File: src/rtl/fifo_pkg.sv
// Shared dual-clock FIFO helpers: pointer defaults and Gray/binary
// conversion used by both the write- and read-side controllers.
package fifo_pkg;

  localparam int FIFO_ADDR_SIZE_DEF = 2;
  localparam int AFULL_THRESH_DEF   = 3;
  localparam int PTR_MAX            = 32;

  function automatic logic [PTR_MAX-1:0] bin2gray(
    input logic [PTR_MAX-1:0] b
  );
    return b ^ (b >> 1);
  endfunction

  // Zero-padded upper bits fold away, so any width <= PTR_MAX works.
  function automatic logic [PTR_MAX-1:0] gray2bin(
    input logic [PTR_MAX-1:0] g
  );
    logic [PTR_MAX-1:0] b;
    b[PTR_MAX-1] = g[PTR_MAX-1];
    for (int i = PTR_MAX-2; i >= 0; i--)
      b[i] = b[i+1] ^ g[i];
    return b;
  endfunction

endpackage

File: src/rtl/fifo_wr_ctrl_if.sv
// Write-side FIFO bundle: producer request, RAM drive, pointers, flags.
// master = write controller, slave = producer/RAM/read-side environment.
interface fifo_wr_ctrl_if
  import fifo_pkg::*;
#(
  parameter int FIFO_addr_size = FIFO_ADDR_SIZE_DEF
);

  logic                      w_req;
  logic [FIFO_addr_size:0]   r_ptr_gray;
  logic                      w_en;
  logic [FIFO_addr_size-1:0] w_addr;
  logic [FIFO_addr_size:0]   w_ptr_gray;
  logic                      full;
  logic                      w_overflow;
  logic                      almost_full;
  logic [FIFO_addr_size:0]   w_count;

  modport master (
    input  w_req, r_ptr_gray,
    output w_en, w_addr, w_ptr_gray, full,
    output w_overflow, almost_full, w_count
  );

  modport slave (
    output w_req, r_ptr_gray,
    input  w_en, w_addr, w_ptr_gray, full,
    input  w_overflow, almost_full, w_count
  );

endinterface

File: src/rtl/fifo_sync_2ff.sv
// Generic WIDTH-bit two-stage synchronizer, async active-low reset to 0.
// Ports: clk, rst_n, d (async input), q (synchronized output).
module fifo_sync_2ff #(
  parameter int WIDTH = 3
) (
  input  logic             clk,
  input  logic             rst_n,
  input  logic [WIDTH-1:0] d,
  output logic [WIDTH-1:0] q
);

  logic [WIDTH-1:0] q1;

  always_ff @(posedge clk or negedge rst_n) begin
    if (!rst_n) begin
      q1 <= '0;
      q  <= '0;
    end else begin
      q1 <= d;
      q  <= q1;
    end
  end

endmodule

File: src/rtl/fifo_wr_ctrl.sv
// Dual-clock FIFO write controller (clk_w domain): pointers, rptr sync,
// full/overflow, RAM drive. Ports: clk_w, rst_w (async low), wif.master.
// Option FIFO_WCOUNT_EN: registered w_count and almost_full.
module fifo_wr_ctrl
  import fifo_pkg::*;
#(
  parameter int          FIFO_addr_size = FIFO_ADDR_SIZE_DEF,
  parameter int unsigned AFULL_THRESH   = AFULL_THRESH_DEF
) (
  input  logic           clk_w,
  input  logic           rst_w,
  fifo_wr_ctrl_if.master wif
);

  localparam int A  = FIFO_addr_size;
  localparam int PW = A + 1;

  logic [A:0] w_bin;
  logic [A:0] w_bin_next;
  logic [A:0] gray_next;
  logic [A:0] w_gray;
  logic [A:0] rq2;
  logic [A:0] full_tgt;
  logic       full_q;
  logic       ovf_q;
  logic       accept;

  fifo_sync_2ff #(
    .WIDTH (PW)
  ) u_rsync (
    .clk   (clk_w),
    .rst_n (rst_w),
    .d     (wif.r_ptr_gray),
    .q     (rq2)
  );

  assign accept     = wif.w_req & ~full_q;
  assign w_bin_next = w_bin + {{A{1'b0}}, accept};
  assign gray_next  = PW'(bin2gray(PTR_MAX'(w_bin_next)));

  // Full when write is one lap ahead: top two Gray bits inverted.
  assign full_tgt = {~rq2[A:A-1], rq2[A-2:0]};

  always_ff @(posedge clk_w or negedge rst_w) begin
    if (!rst_w) begin
      w_bin  <= '0;
      w_gray <= '0;
      full_q <= 1'b0;
      ovf_q  <= 1'b0;
    end else begin
      w_bin  <= w_bin_next;
      w_gray <= gray_next;
      full_q <= (gray_next == full_tgt);
      ovf_q  <= wif.w_req & full_q;
    end
  end

  assign wif.w_en       = accept;
  assign wif.w_addr     = w_bin[A-1:0];
  assign wif.w_ptr_gray = w_gray;
  assign wif.full       = full_q;
  assign wif.w_overflow = ovf_q;

`ifdef FIFO_WCOUNT_EN
  logic [A:0] rbin;
  logic [A:0] cnt_next;
  logic [A:0] cnt_q;
  logic       af_q;

  assign rbin     = PW'(gray2bin(PTR_MAX'(rq2)));
  assign cnt_next = w_bin_next - rbin;

  always_ff @(posedge clk_w or negedge rst_w) begin
    if (!rst_w) begin
      cnt_q <= '0;
      af_q  <= 1'b0;
    end else begin
      cnt_q <= cnt_next;
      af_q  <= (PTR_MAX'(cnt_next) >= AFULL_THRESH);
    end
  end

  assign wif.w_count     = cnt_q;
  assign wif.almost_full = af_q;
`else
  assign wif.w_count     = '0;
  assign wif.almost_full = 1'b0;
`endif

endmodule

File: src/flat_wrapper.sv
// flat-port wrapper written by rule: the top's interface ports become plain ports
module fifo_wr_ctrl_flat import fifo_pkg::*;
#(
  parameter int          FIFO_addr_size = FIFO_ADDR_SIZE_DEF,
  parameter int unsigned AFULL_THRESH   = AFULL_THRESH_DEF
)
  (clk_w, rst_w, wif_w_req, wif_r_ptr_gray, wif_w_en, wif_w_addr, wif_w_ptr_gray, wif_full, wif_w_overflow, wif_almost_full, wif_w_count);
  fifo_wr_ctrl_if #(.FIFO_addr_size(FIFO_addr_size)) wif_i ();
  input  logic clk_w;
  input  logic rst_w;
  input wire logic [$bits(wif_i.w_req)-1:0] wif_w_req;
  input wire logic [$bits(wif_i.r_ptr_gray)-1:0] wif_r_ptr_gray;
  output wire logic [$bits(wif_i.w_en)-1:0] wif_w_en;
  output wire logic [$bits(wif_i.w_addr)-1:0] wif_w_addr;
  output wire logic [$bits(wif_i.w_ptr_gray)-1:0] wif_w_ptr_gray;
  output wire logic [$bits(wif_i.full)-1:0] wif_full;
  output wire logic [$bits(wif_i.w_overflow)-1:0] wif_w_overflow;
  output wire logic [$bits(wif_i.almost_full)-1:0] wif_almost_full;
  output wire logic [$bits(wif_i.w_count)-1:0] wif_w_count;
  assign wif_i.w_req = wif_w_req;
  assign wif_i.r_ptr_gray = wif_r_ptr_gray;
  assign wif_w_en = wif_i.w_en;
  assign wif_w_addr = wif_i.w_addr;
  assign wif_w_ptr_gray = wif_i.w_ptr_gray;
  assign wif_full = wif_i.full;
  assign wif_w_overflow = wif_i.w_overflow;
  assign wif_almost_full = wif_i.almost_full;
  assign wif_w_count = wif_i.w_count;
  fifo_wr_ctrl #(.FIFO_addr_size(FIFO_addr_size), .AFULL_THRESH(AFULL_THRESH)) u_core (.clk_w(clk_w), .rst_w(rst_w), .wif(wif_i));
endmodule
File: config.mk
export PLATFORM = sky130hd
export DESIGN_NAME = fifo_wr_ctrl_flat
export DESIGN_NICKNAME = d
export VERILOG_FILES = /design/src/rtl/fifo_pkg.sv /design/src/rtl/fifo_wr_ctrl_if.sv /design/src/rtl/fifo_sync_2ff.sv /design/src/rtl/fifo_wr_ctrl.sv /design/src/flat_wrapper.sv
export SDC_FILE = /design/constraint.sdc
export NUM_CORES = 1
export LEC_CHECK = 0
export CORE_AREA = 3 3 40 42
export CTS_CLUSTER_SIZE = 25
export DETAILED_ROUTE_END_ITERATION = 7
export DIE_AREA = 0 0 43 45
export MAX_ROUTING_LAYER = met4
export PLACE_DENSITY_LB_ADDON = 0.2
export SLEW_MARGIN = 20
export SYNTH_ARGS = -nofsm -noshare
export SYNTH_HDL_FRONTEND = slang
export SYNTH_SLANG_ARGS = --single-unit
File: constraint.sdc
create_clock -name clk_w -period 1.7 [get_ports clk_w]
set_input_delay 0.17 -clock clk_w [delete_from_list [all_inputs] [get_ports clk_w]]
set_output_delay 0.17 -clock clk_w [all_outputs]
set_load 0.05 [all_outputs]
==> results of run 1 <==
[placed cells by master, fill, tap and decap left out]
cell	instances
ha_4	2
and2_1	1
nor2_1	1
clkbuf_4	3
dfrtp_2	1
dfrtp_1	12
nor2b_1	2
buf_4	6
conb_1	4
or2_2	1
nor2b_4	1
xnor2_2	1
clkdlybuf4s50_1	8
buf_12	1
xnor2_1	1
inv_2	1
xor2_1	2
clkbuf_1	1
o2bb2ai_1	1
mux2i_1	2
nand2_1	2
[per-layer routing]
layer / vias up / GRT usage, % / wire length, um
met5: - / - / 0
met4: 0 / 5.42 / 20
met3: 4 / 3.98 / 64
met2: 13 / 18.3 / 442
met1: 145 / 8.44 / 260
li1: 143 / - / -
[through the flow]
stage	worst slack [ps]	power, mW
final	131	1.44
after global routing	82.9	1.53
after CTS	116	1.46
after detailed placement	-4.34	1.27
after global placement	78.6	1.25
after floorplan	-30.0	1.02
[worst reg2reg max path: stages (launching register included)]
cell and delay (ps):
dfrtp_2 430, nor2b_4 140, ha_4 140, ha_4 120, xnor2_2 140, inv_2 70
mux2i_1 170, o2bb2ai_1 130
[cell families (layout without fill, tap and decap cells)]
| kind of cell | after synthesis | after routing |
|---|---|---|
| other cells | 1 | 4 |
| mux | 2 | 2 |
| compound gates | 1 | 1 |
| simple gates | 8 | 8 |
| fa+ha+maj | 2 | 2 |
| xor+xnor | 4 | 4 |
| flops | 13 | 13 |
| buf+inv | 5 | 20 |
[final timing paths]
path                                                  from  depth (start not counted)                             end  slack, ps
max                        u_core.wif.w_overflow$_DFF_PN0_                          1                  wif_w_overflow        130
min                                                  rst_w                          1  u_core.u_rsync.q1[0]$_DFF_PN0_        250
max reg2reg                      u_core.wif.full$_DFF_PN0_                          7       u_core.wif.full$_DFF_PN0_        280
min reg2reg                 u_core.u_rsync.q1[1]$_DFF_PN0_                          0   u_core.u_rsync.q[1]$_DFF_PN0_        360
max in group asynchronous                            rst_w                          1       u_core.wif.full$_DFF_PN0_       1060
min in group clk_w                       wif_r_ptr_gray[0]                          1  u_core.u_rsync.q1[0]$_DFF_PN0_        330
[power breakdown]
part	total [mW]	switching, mW	internal [mW]
logic	0.803	0.474	0.329
registers	0.449	0.0544	0.394
clock network	0.185	0.0940	0.0910
[registers in the layout, indices dropped and copies added (netlist names)]
| name | flops |
|---|---|
| u_core.wif.w_overflow | 1 |
| u_core.u_rsync.q1 | 3 |
| u_core.w_bin | 3 |
| u_core.wif.full | 1 |
| u_core.wif.w_ptr_gray | 2 |
| u_core.u_rsync.q | 3 |
[layout make-up]
class | count | share of cell area [%]
clock buffers | 4 | 3.72
inverters | 1 | 0.531
multi-input cells | 21 | 26.4
flip-flops and latches | 13 | 46.2
well taps | 15 | 2.65
repair buffers | 15 | 20.5
==> out/qor.yml, run 1 <==
root_buffer: "clkbuf_4"
design_area_sq_um: 707
antenna_left: 0
endpoint_kind: "output pin"
synth.yosys.seq_area_share_pct: 64.8
cts_max_path_buffers: 2
grt_pass1_wl_um: 1280
start_util_pct: 39.0
grt_usage_pct: 9.89
multi_input_area_sq_um: 186
nets: 63
yosys-top-cells-count: "dfrtp_1, buf_4, nor2b_1"
cp.arrival_ps: 1400
synth_xor_area_share_pct: 8.48
seq_area_sq_um: 327
synth_compound_area_share_pct: 1.75
wl_per_cell_um: 11.4
ios: 18
synth_top_family_by_area: "simple AND/OR/NAND/NOR gates"
place_area_sq_um: 681
synth_top_area_cell: "dfrtp_1"
cpMaxStageDelayCell: "clkdlybuf4s50_1"
syn_inst: 36
routed_wl_um: 787
cts.clk_slew.worst_paths_ps: 80
hold_buffers: 0
clk_latency_ps: 270
period_needed_ps: 1570
rows: 13
htreeDepth: 1
nFillCells: 123
die-area_sq_um: 1940
vias: 305
worstPathMaxFanout: 1
cp.required_ps: 1530
yosysUniqueCellTypes: 15
cp_top_family: "buffers and inverters"
coreArea_sq_um: 1280
grt_setup_unrepaired: "false"
cts_tree: "yes"
viasPerCell: 4.42
yosysWarnings: 0
overflow: 0
vdd_drop_max_mv: 1.11
firstDrtPassIters: 2
synth_fa_ha_area_share_pct: 4.99
status: "finished, final reports clean"
final_cells: 69
drv_cap: 0
critPathLaunchType: "register"
dp_cells: 65
clock_sinks: 13
die_y_um: 45
syn_avg_cell_area_sq_um: 13.9
path_class: "reg -> out"
first_global_vias: 302
synthMuxAreaShare_pct: 3.99
syn_to_final_growth_pct: 40.9
synthFlopType: "dfrtp_1"
numPortBuffers: 13
synth_area_sq_um: 502
post-route-period-util_pct: 92.3
path_cells: "clkdlybuf4s50_1"
synth_edf_count: 0
cts_made_buffers: 3
worst_slew_pin_slew_ps: 548
yosysTopAreaCellShare_pct: 64.8
gp_congestion: 0.715
synthArstFlopShare_pct: 100
synth.area.top_cells: "dfrtp_1, buf_4, ha_1"
post-synth-top-count-cell: "dfrtp_1"
path_buf_inv: 1
fin_tns_setup_ps: 0
skew_ps: 5.58
max-slew-margin-rel_pct: 63.3
synth.ff_latch_count: 13
slowest_delay_ps: 790
finalSetupViolations: 0
synth-simple-area-share_pct: 8.48
post_cts_buffers: 0
grt_max_degree: 14
max_clock_freq_ghz: 0.637
drt_iter0_drc: 2
diodes: 0
cts-resized-gates: 0
power_leakage_nw: 0.326
timing.final.max_slew_violations: 0
holdWs_ps: 248
antenna_found_initial: 0
drcViolationCount: 0
drive_gt1_share_pct: 31.5
power_density_nw_per_um2: 2030
post-route-util_pct: 55.0
hp-class: "in -> async"
hold_viol: 0
die_w_um: 43
dp_hpwl_um: 647
Power figures use the tool's default switching activity.
==> run 2: changes to the inputs <==
Settings changed: ABC_AREA set to 1.
==> out/qor.yml, run 2 <==
status: "finished, final reports clean"
r2r_start: "u_core.wif.full$_DFF_PN0_"
grt_max_degree: 14
timing.final.max_slew_violations: 0
yosysWarnings: 0
slowest_delay_ps: 790
place_area_sq_um: 702
yosys-top-cells-count: "nand2_1, dfrtp_1, inv_1, nand3_1, buf_4"
path_buf_inv: 1
yosysTopAreaCellShare_pct: 61.6
synth_top_family_by_area: "simple AND/OR/NAND/NOR gates"
cp.arrival_ps: 1390
firstDrtPassIters: 4
drive_gt1_share_pct: 22.2
grt_pass1_wl_um: 1390
drt_iter0_drc: 3
post-route-period-util_pct: 91.5
clock_sinks: 13
synth_compound_area_share_pct: 0
synth_area_sq_um: 528
post-route-util_pct: 56.7
cts_made_buffers: 3
synth-simple-area-share_pct: 21.6
drcViolationCount: 0
synthArstFlopShare_pct: 100
gp_congestion: 0.705
synthFlopType: "dfrtp_1"
syn_to_final_growth_pct: 37.9
ios: 18
syn_inst: 55
post-synth-top-count-cell: "nand2_1"
start_util_pct: 41.1
dp_slack_ps: -27.0
cts-resized-gates: 0
finalSetupViolations: 0
max-slew-margin-rel_pct: 64.1
die-area_sq_um: 1940
worst_slew_pin_slew_ps: 536
design_area_sq_um: 728
cp_top_family: "buffers and inverters"
grt_setup_unrepaired: "false"
synth_top_area_cell: "dfrtp_1"
viasPerCell: 4.53
root_buffer: "clkbuf_4"
synth.ff_latch_count: 13
path_class: "reg -> out"
final_cell_mix: "nand2_1, dfrtp_1, clkdlybuf4s50_1"
synth.yosys.seq_area_share_pct: 61.6
syn_avg_cell_area_sq_um: 9.60
yosysUniqueCellTypes: 11
post_cts_buffers: 0
antenna_found_initial: 0
synth_xor_area_share_pct: 0
die_y_um: 45
coreArea_sq_um: 1280
die_w_um: 43
path_cells: "clkdlybuf4s50_1"
hold_viol: 0
endpoint_kind: "output pin"
skew_ps: 0.758
worstPathMaxFanout: 1
cts.clk_slew.worst_paths_ps: 80
dp_hpwl_um: 680
diodes: 0
synthMuxAreaShare_pct: 0
cts_max_path_buffers: 2
synth_edf_count: 0
hold_buffers: 0
cp.required_ps: 1530
first_global_vias: 371
synth_fa_ha_area_share_pct: 4.74
r2r_setup_slack_ps: 300
period_needed_ps: 1560
cpMaxStageDelayCell: "clkdlybuf4s50_1"
numPortBuffers: 13
cts_tree: "yes"
htreeDepth: 1
clk_latency_ps: 270
antenna_left: 0
routed_wl_um: 829
nets: 81
grt_usage_pct: 10.4
setup_ws_ps: 144
final_common_cell: "nand2_1"
rows: 13
synth.area.top_cells: "dfrtp_1, nand2_1, buf_4"
rr_worst_depth: 10
r2r-end: "u_core.wif.full$_DFF_PN0_"
vias: 394
largestRegisters: "u_core.u_rsync.q1 x3, u_core.u_rsync.q x3, u_core.w_bin x3"
hp-class: "in -> async"
drv_cap: 0
wl_per_cell_um: 9.53
critPathLaunchType: "register"
overflow: 0
max_clock_freq_ghz: 0.643
## run 2: worst max path at each step
stage,to,cells past startpoint,slack (ps),startpoint
4_1_cts,wif_w_overflow,1,130,u_core.wif.w_overflow$_DFF_PN0_
3_5_place_dp,u_core.wif.full$_DFF_PN0_,12,-30,wif_w_req
5_1_grt,wif_w_ptr_gray[1],1,100,u_core.wif.w_ptr_gray[1]$_DFF_PN0_
3_3_place_gp,u_core.wif.full$_DFF_PN0_,12,4,wif_w_req
2_1_floorplan,u_core.wif.full$_DFF_PN0_,10,10,u_core.wif.full$_DFF_PN0_
6_report,wif_w_ptr_gray[0],1,140,u_core.wif.w_ptr_gray[0]$_DFF_PN0_
## run 2: logic make-up (layout without fill, tap and decap cells)
logic type,Yosys count,count (layout)
other,1,4
adders and majority gates,2,2
buffers and inverters,12,26
and+or+nand+nor,27,27
DFF,13,13
## run 2: final cells by class
cell class | instances | area, sq um
timing repair buffer | 14 | 138
sequential | 13 | 327
clock buffer | 4 | 26.3
tap | 15 | 18.8
inverter | 8 | 30.0
fill | 110 | 557
multi-input combinational | 33 | 189
## run 2: per-layer routing
| layer | GRT usage, % | part of all wire (%) |
|---|---|---|
| met1 | 9.69 | 41 |
| met2 | 18.0 | 52 |
| met3 | 3.59 | 6.8 |
| met4 | 7.23 | 0 |
| met5 | - | 0 |
## run 2: metrics by stage
step / setup TNS [ps] / std cells / hold WS [ps]
6_report: 0 / 87 / 249
5_1_grt: 0 / 87 / 284
4_1_cts: 0 / 87 / 267
3_5_place_dp: -27.0 / 83 / 340
3_3_place_gp: 0 / 83 / 335
2_1_floorplan: 0 / 58 / -126
Power of run 2 is left out: the tool's default activity adds up to more than one toggle a clock period on the data nets, which glitch-free logic cannot reach.
==> run 3: changes to the inputs <==
Settings changed: TNS_END_PERCENT set to 1.
==> results of run 3 <==
Same layout as run 2: the final DEF is identical, and so are final timing and power.
Power of run 3 is left out for the same reason.
